===== config.mk =====
export PLATFORM = sky130hd
export DESIGN_NAME = rf_write_arbiter
export DESIGN_NICKNAME = d
export VERILOG_FILES = /design/src/rtl/rf_write_arbiter.sv
export SDC_FILE = /design/constraint.sdc
export NUM_CORES = 1
export LEC_CHECK = 0
export CAP_MARGIN = 20
export CORE_MARGIN = 2
export CORE_UTILIZATION = 35
export DETAILED_ROUTE_END_ITERATION = 7
export GPL_ROUTABILITY_DRIVEN = 1
export GPL_TIMING_DRIVEN = 0
export PLACE_DENSITY = 0.84
export SLEW_MARGIN = 15
export SYNTH_ARGS = -nofsm -noshare
export SYNTH_HDL_FRONTEND = slang
export SYNTH_SLANG_ARGS = --single-unit

===== constraint.sdc =====
create_clock -name clk -period 3.1 [get_ports clk]
set_clock_uncertainty 0.05 [all_clocks]
set_input_delay 0.465 -clock clk [delete_from_list [all_inputs] [get_ports clk]]
set_output_delay 0.465 -clock clk [all_outputs]
set_load 0.05 [all_outputs]

===== src/rtl/rf_write_arbiter.sv =====
// rf_write_arbiter: arbitrates the register file's single write port between
// the main pipeline writeback (A, high priority) and the multi-cycle unit
// writeback (B, low priority). Granted writes appear on rf_* one cycle later.
// B starvation is capped: after STARVE_LIMIT consecutive A grants while B
// waits, B is force-granted for one cycle.
// Optional build macro: WB_R0_DISCARD_EN (drop writes to register 0 after
// acknowledging them).
module rf_write_arbiter #(
  parameter int unsigned STARVE_LIMIT = 4,
  parameter int unsigned CNT_W        = 4
) (
  input  logic        clk,
  input  logic        rst,
  input  logic        a_valid,
  input  logic [4:0]  a_wr,
  input  logic [31:0] a_wd,
  output logic        a_ready,
  input  logic        b_valid,
  input  logic [4:0]  b_wr,
  input  logic [31:0] b_wd,
  output logic        b_ready,
  output logic        rf_write,
  output logic [4:0]  rf_wr,
  output logic [31:0] rf_wd,
  output logic        starved
);

  typedef enum logic {
    PRI_A   = 1'b0,
    FORCE_B = 1'b1
  } state_t;

  localparam logic [CNT_W-1:0] LIMIT = CNT_W'(STARVE_LIMIT);

  state_t           state, next_state;
  logic [CNT_W-1:0] starve_cnt, cnt_next;
  logic             a_grant, b_grant;
  logic [4:0]       sel_wr;
  logic [31:0]      sel_wd;
  logic             write_next;

  // State and starvation counter register
  always_ff @(posedge clk or posedge rst) begin
    if (rst) begin
      state      <= PRI_A;
      starve_cnt <= '0;
    end else begin
      state      <= next_state;
      starve_cnt <= cnt_next;
    end
  end

  // Ready generation, next state and starvation counter update
  always_comb begin
    a_ready    = 1'b0;
    b_ready    = 1'b0;
    starved    = 1'b0;
    next_state = state;
    cnt_next   = starve_cnt;
    case (state)
      PRI_A: begin
        if (a_valid)      a_ready = 1'b1;
        else if (b_valid) b_ready = 1'b1;
        if (a_valid && b_valid) begin
          // B lost to A this cycle; saturate rather than wrap
          cnt_next = (starve_cnt == '1) ? starve_cnt : starve_cnt + 1'b1;
          if (cnt_next >= LIMIT) next_state = FORCE_B;
        end else begin
          cnt_next = '0;
        end
      end
      FORCE_B: begin
        // One forced B slot; if B has dropped valid nothing transfers
        b_ready    = 1'b1;
        starved    = 1'b1;
        next_state = PRI_A;
        cnt_next   = '0;
      end
      default: begin
        next_state = PRI_A;
        cnt_next   = '0;
      end
    endcase
    if (rst) begin
      a_ready = 1'b0;
      b_ready = 1'b0;
    end
  end

  // Select the granted source's write for registering
  always_comb begin
    a_grant    = a_valid && a_ready;
    b_grant    = b_valid && b_ready;
    sel_wr     = a_grant ? a_wr : b_wr;
    sel_wd     = a_grant ? a_wd : b_wd;
`ifdef WB_R0_DISCARD_EN
    write_next = (a_grant || b_grant) && (sel_wr != 5'd0);
`else
    write_next = a_grant || b_grant;
`endif
  end

  // Registered write port; address and data hold when nothing is granted
  always_ff @(posedge clk or posedge rst) begin
    if (rst) begin
      rf_write <= 1'b0;
      rf_wr    <= '0;
      rf_wd    <= '0;
    end else begin
      rf_write <= write_next;
      if (a_grant || b_grant) begin
        rf_wr <= sel_wr;
        rf_wd <= sel_wd;
      end
    end
  end

endmodule

Yosys cells after proc, flatten, opt, wreduce, memory -nomap -nowiden
Index checks and enable logic that the tools add are counted.
{"block": "op_classes", "n_addsub": 1, "n_lt_le_gt_ge": 1, "n_eq_ne": 1, "mux": 16, "n_bitwise": 1, "reduce_logical": 4}
{"operator": "two-way mux 32 bit", "n": 1}
{"operator": "two-way mux 1 bit", "n": 9}
{"operator": "two-way mux 4 bit", "n": 2}
{"operator": "one-hot mux 4 bit (2 select lines)", "n": 1}
{"operator": "two-way mux 5 bit", "n": 1}
{"operator": "adder 4 x 1 -> 4 bit (second input constant)", "n": 1}
{"operator": "== test 4 bit (second input constant)", "n": 1}
{"operator": ">= comparator 4 x 3 -> 1 bit (second input constant)", "n": 1}
{"operator": "one-hot mux 1 bit (2 select lines)", "n": 2}
{"operator": "logical AND 1 bit", "n": 3}
{"operator": "logical OR 1 bit", "n": 1}
{"operator": "NOT 1 bit", "n": 1}
{"block": "totals", "register_bits": 43, "inputBits": 78, "elab_cells": 29}

Longest topological paths before layout
{"block": "logic_depth", "word_depth": 6, "ltp_mapped": 5, "ltp_nobuf": 4}

Worst setup path before layout
Ideal clock, no wire load.
{"block": "synth_timing", "kind": "input-to-reg", "start": "input rst", "end": "register rf_wd[16]", "setup_ps": 126, "arrival_ps": 2135, "path_slack_ps": 789, "stages": 4, "path_buffers": 1, "cell_sequence": "inv_1 o21ai_1 buf_2 a221o_1"}
{"block": "synth_via", "elab_chain_len": 3, "word_cells_on_any_way": 6, "classes_between": "mux: 3; reduce/logical: 3"}
{"element": "start: declaration", "line": "13", "rtl": "input logic rst,"}
{"element": "two-way mux 1 bit", "line": "84", "rtl": "if (rst) begin"}
{"element": "logical AND 1 bit, on equally long branches", "line": "92, 93"}
{"element": "two-way mux 32 bit / logical OR 1 bit (equally long branches)", "line": "95, 111"}
{"element": "end signal: assignment", "line": "113", "rtl": "rf_wd <= sel_wd;"}
{"element": "end: declaration", "line": "24", "rtl": "output logic [31:0] rf_wd,"}
Several ways; a longest one is shown, not always the timed one.
A chain may end at the register's enable or synchronous reset.

Worst setup path after layout
{"block": "layout_timing", "start": "input a_valid", "end": "output a_ready"}
{"block": "layout_via", "elab_chain_len": 3}
{"element": "start: declaration", "line": "14", "rtl": "input logic a_valid,"}
{"element": "two-way mux 1 bit", "line": "62", "rtl": "if (a_valid) a_ready = 1'b1;"}
{"element": "two-way mux 1 bit", "line": "60", "rtl": "case (state)"}
{"element": "two-way mux 1 bit", "line": "84"}
{"element": "end: declaration", "line": "17", "rtl": "output logic a_ready,"}
Every way passes these cells.

==> metrics.yaml <==
outcome: "completed"
antenna_left: 0
cp-endpoint: "a_ready"
timing.rr.end: "rf_wd[27]$_DFFE_PP0P_"
clk_latency_ns: 0.29
maxCapViolations: 0
rows: 27
clockRootBuffer: "clkbuf_8"
critical-path-max-stage-delay_ns: 0.50
worst_pin_slew_ns: 0.525
cp.arrival_ns: 2.11
crit_start: "a_valid"
first_pass_iters: 4
synth_seq_cells: 43
period_needed_ns: 2.62
synth-xor-area-share: 0.00443
io_pins: 119
antenna_found_initial: 0
drive_above_1_share: 0.0743
vias: 1948
path_cells: "clkdlybuf4s50_1 -> or3b_1 -> buf_2 -> buf_6 -> inv_2 -> dlymetal6s2s_1"
synth_fa_ha_area_frac: 0.00633
place_ws_ns: 0.0815
syn-cell-area_um2: 1980
place.port_buffers: 118
layout.nets: 401
initial_core_util: 0.361
criticalPathCategory: "input pin to output pin"
antennaDiodeCount: 0
clk_path_buf_depth: 2
place.gp.congestion: 0.712
rsz0062_at_grt: "no"
viasPerCell: 4.93
synth_mux_area_frac: 0.00507
end_kind: "output pin"
cts_tree: "yes"
final_max_slew_viol_count: 0
die-area_um2: 6260
wl_per_cell_um: 14.8
cts_sinks: 43
synth_top_family_by_area: "compound AO/OA/AOI/OAI gates"
setup_violations: 0
syn_nets: 275
synth.distinct_cells: 24
fp.coreArea_um2: 5470
r2r_start: "state$_DFF_PP0_"
place_inst: 387
cts_setup_buffers: 0
powerDensity_nw_per_um2: 483
grt_pass1_wl_mm: 9.79
grt_overflow: 0
hold_class: "register to register"
instances_no_fill: 395
period_share: 0.847
synth.avg_cell_area_um2: 10.1
peakVddDrop_mv: 0.254
drt-initial-drc-count: 69
cts_buffers: 5
required_ns: 2.58
synthSimpleGateAreaFrac: 0.0475
cts-htree-levels: 2
grt_pass1_vias: 2057
postSynthCellCount: 196
remaining_drc_errors: 0
yosysSeqAreaShare: 0.545
track_usage: 0.197
relSlewSlack: 0.649
crit_fanout: 10
cp_slowest_cell: "clkdlybuf4s50_1"
fp.dieW_um: 79.1
final-hold-violation-count: 0
area_growth_pct: 70.1
layout_setup_ws_ns: 0.476
finalWirelength_mm: 5.84
grt_max_degree: 25
startpoint_type: "input pin"
synth_compound_area_frac: 0.270
ys_warn_count: 0
max_freq_mhz: 381
die_h_um: 79.1
dp_hpwl_mm: 4.45
p_leak_nw: 1.50
r2r_slack_ns: 1.52
power_w: 0.00162
clk_pin_slew_ns: 0.07
ff2ff_path_depth: 5
## logic make-up (layout without fill, tap and decap cells)
kind of cell               Yosys count  in the layout
AOI/OAI and AO/OA                   77             77
DFF                                 43             43
muxes                                1              1
buffers and inverters               55            182
and+or+nand+nor                     18             18
xor gates and xnor gates             1              1
adders and majority gates            1              1
## critical path: cells and delay by family
| family | cells | cell delay [ns] |
|---|---|---|
| buf+inv | 5 | 1.29 |
| simple gates | 1 | 0.35 |
## placed cells by master, fill, tap and decap left out, types with 2 or more instances in the layout
cell type	count
and3_1	3
a21oi_1	37
nor2_1	7
a221o_1	3
clkinv_2	3
clkdlybuf4s50_1	117
o32ai_1	34
clkbuf_1	4
inv_2	2
clkbuf_8	5
inv_1	37
dfrtp_1	43
buf_2	9
buf_6	3
nand2_1	2
## state kept, by name (all words and copies together) (netlist names)
| register | flops |
|---|---|
| rf_wd | 32 |
| rf_wr | 5 |
| rf_write | 1 |
| starve_cnt | 4 |
| state | 1 |
## cells in the mapped netlist
cell type / count / area [µm²]
buf_6: 3 / 33.8
xnor2_1: 1 / 8.76
mux2i_1: 1 / 10.0
buf_2: 9 / 45.0
inv_1: 38 / 143
nor2_1: 7 / 26.3
a311oi_1: 1 / 8.76
nand2_1: 2 / 7.51
and2_1: 1 / 6.26
or3b_1: 1 / 8.76
dfrtp_1: 43 / 1080
inv_2: 1 / 3.75
o21bai_1: 1 / 7.51
a21oi_1: 37 / 185
o21ai_1: 1 / 5.00
nand3_1: 1 / 5.00
and3_1: 3 / 18.8
nor3_1: 1 / 5.00
and2b_4: 1 / 10.0
clkbuf_1: 4 / 15.0
o32ai_1: 34 / 298
a221o_1: 3 / 30.0
nand2b_1: 1 / 6.26
ha_1: 1 / 12.5
## through the flow
step	utilization	instance area (µm²)	hold slack, ns	TNS, ns
2_1_floorplan	-	1980	0.454	0
3_3_place_gp	0.593	3250	0.449	-2.81
3_5_place_dp	0.598	3270	0.455	0
4_1_cts	0.614	3360	0.468	0
5_1_grt	0.614	3360	0.487	0
6_report	0.614	3360	0.464	0
## power breakdown
group          internal (W)  switching [W]
Combinational      0.000253       0.000373
Clock              0.000154       0.000182
Sequential         0.000626      0.0000352
Total               0.00103       0.000590
## metal layers
metal / GRT usage / vias up / wire length, µm
li1: - / 955 / -
met1: 0.232 / 914 / 2360
met2: 0.353 / 73 / 2970
met3: 0.0591 / 6 / 474
met4: 0.0414 / 0 / 48
met5: 0 / - / 0
## timing repair
| item | 4_1_cts | 5_1_grt |
|---|---|---|
| endpoints found under the hold margin | 0 | 0 |
| resized for setup | 0 | 1 |
| hold buffers | 0 | 0 |
| setup endpoints to repair | 0 | 1 |
## final cells by class
cell class	count	area [µm²]
clock buffer	5	68.8
timing repair buffer	119	1210
fill	487	2110
tap	72	90.1
buffer	16	93.8
clock inverter	3	15.0
sequential	43	1080
multi-input combinational	98	659
inverter	39	146
## worst min-delay path by stage
stage                            startpoint                      end  slack, ns  cells past startpoint
floorplan           starve_cnt[2]$_DFF_PP0_  starve_cnt[3]$_DFF_PP0_       0.45                      1
global placement      rf_wd[13]$_DFFE_PP0P_    rf_wd[13]$_DFFE_PP0P_       0.45                      2
detailed placement    rf_wd[31]$_DFFE_PP0P_    rf_wd[31]$_DFFE_PP0P_       0.46                      2
CTS                   rf_wd[31]$_DFFE_PP0P_    rf_wd[31]$_DFFE_PP0P_       0.47                      2
global route           rf_wd[1]$_DFFE_PP0P_     rf_wd[1]$_DFFE_PP0P_       0.49                      2
finish                rf_wd[13]$_DFFE_PP0P_    rf_wd[13]$_DFFE_PP0P_       0.46                      2
No activity file was read; power rests on OpenSTA's default activity.
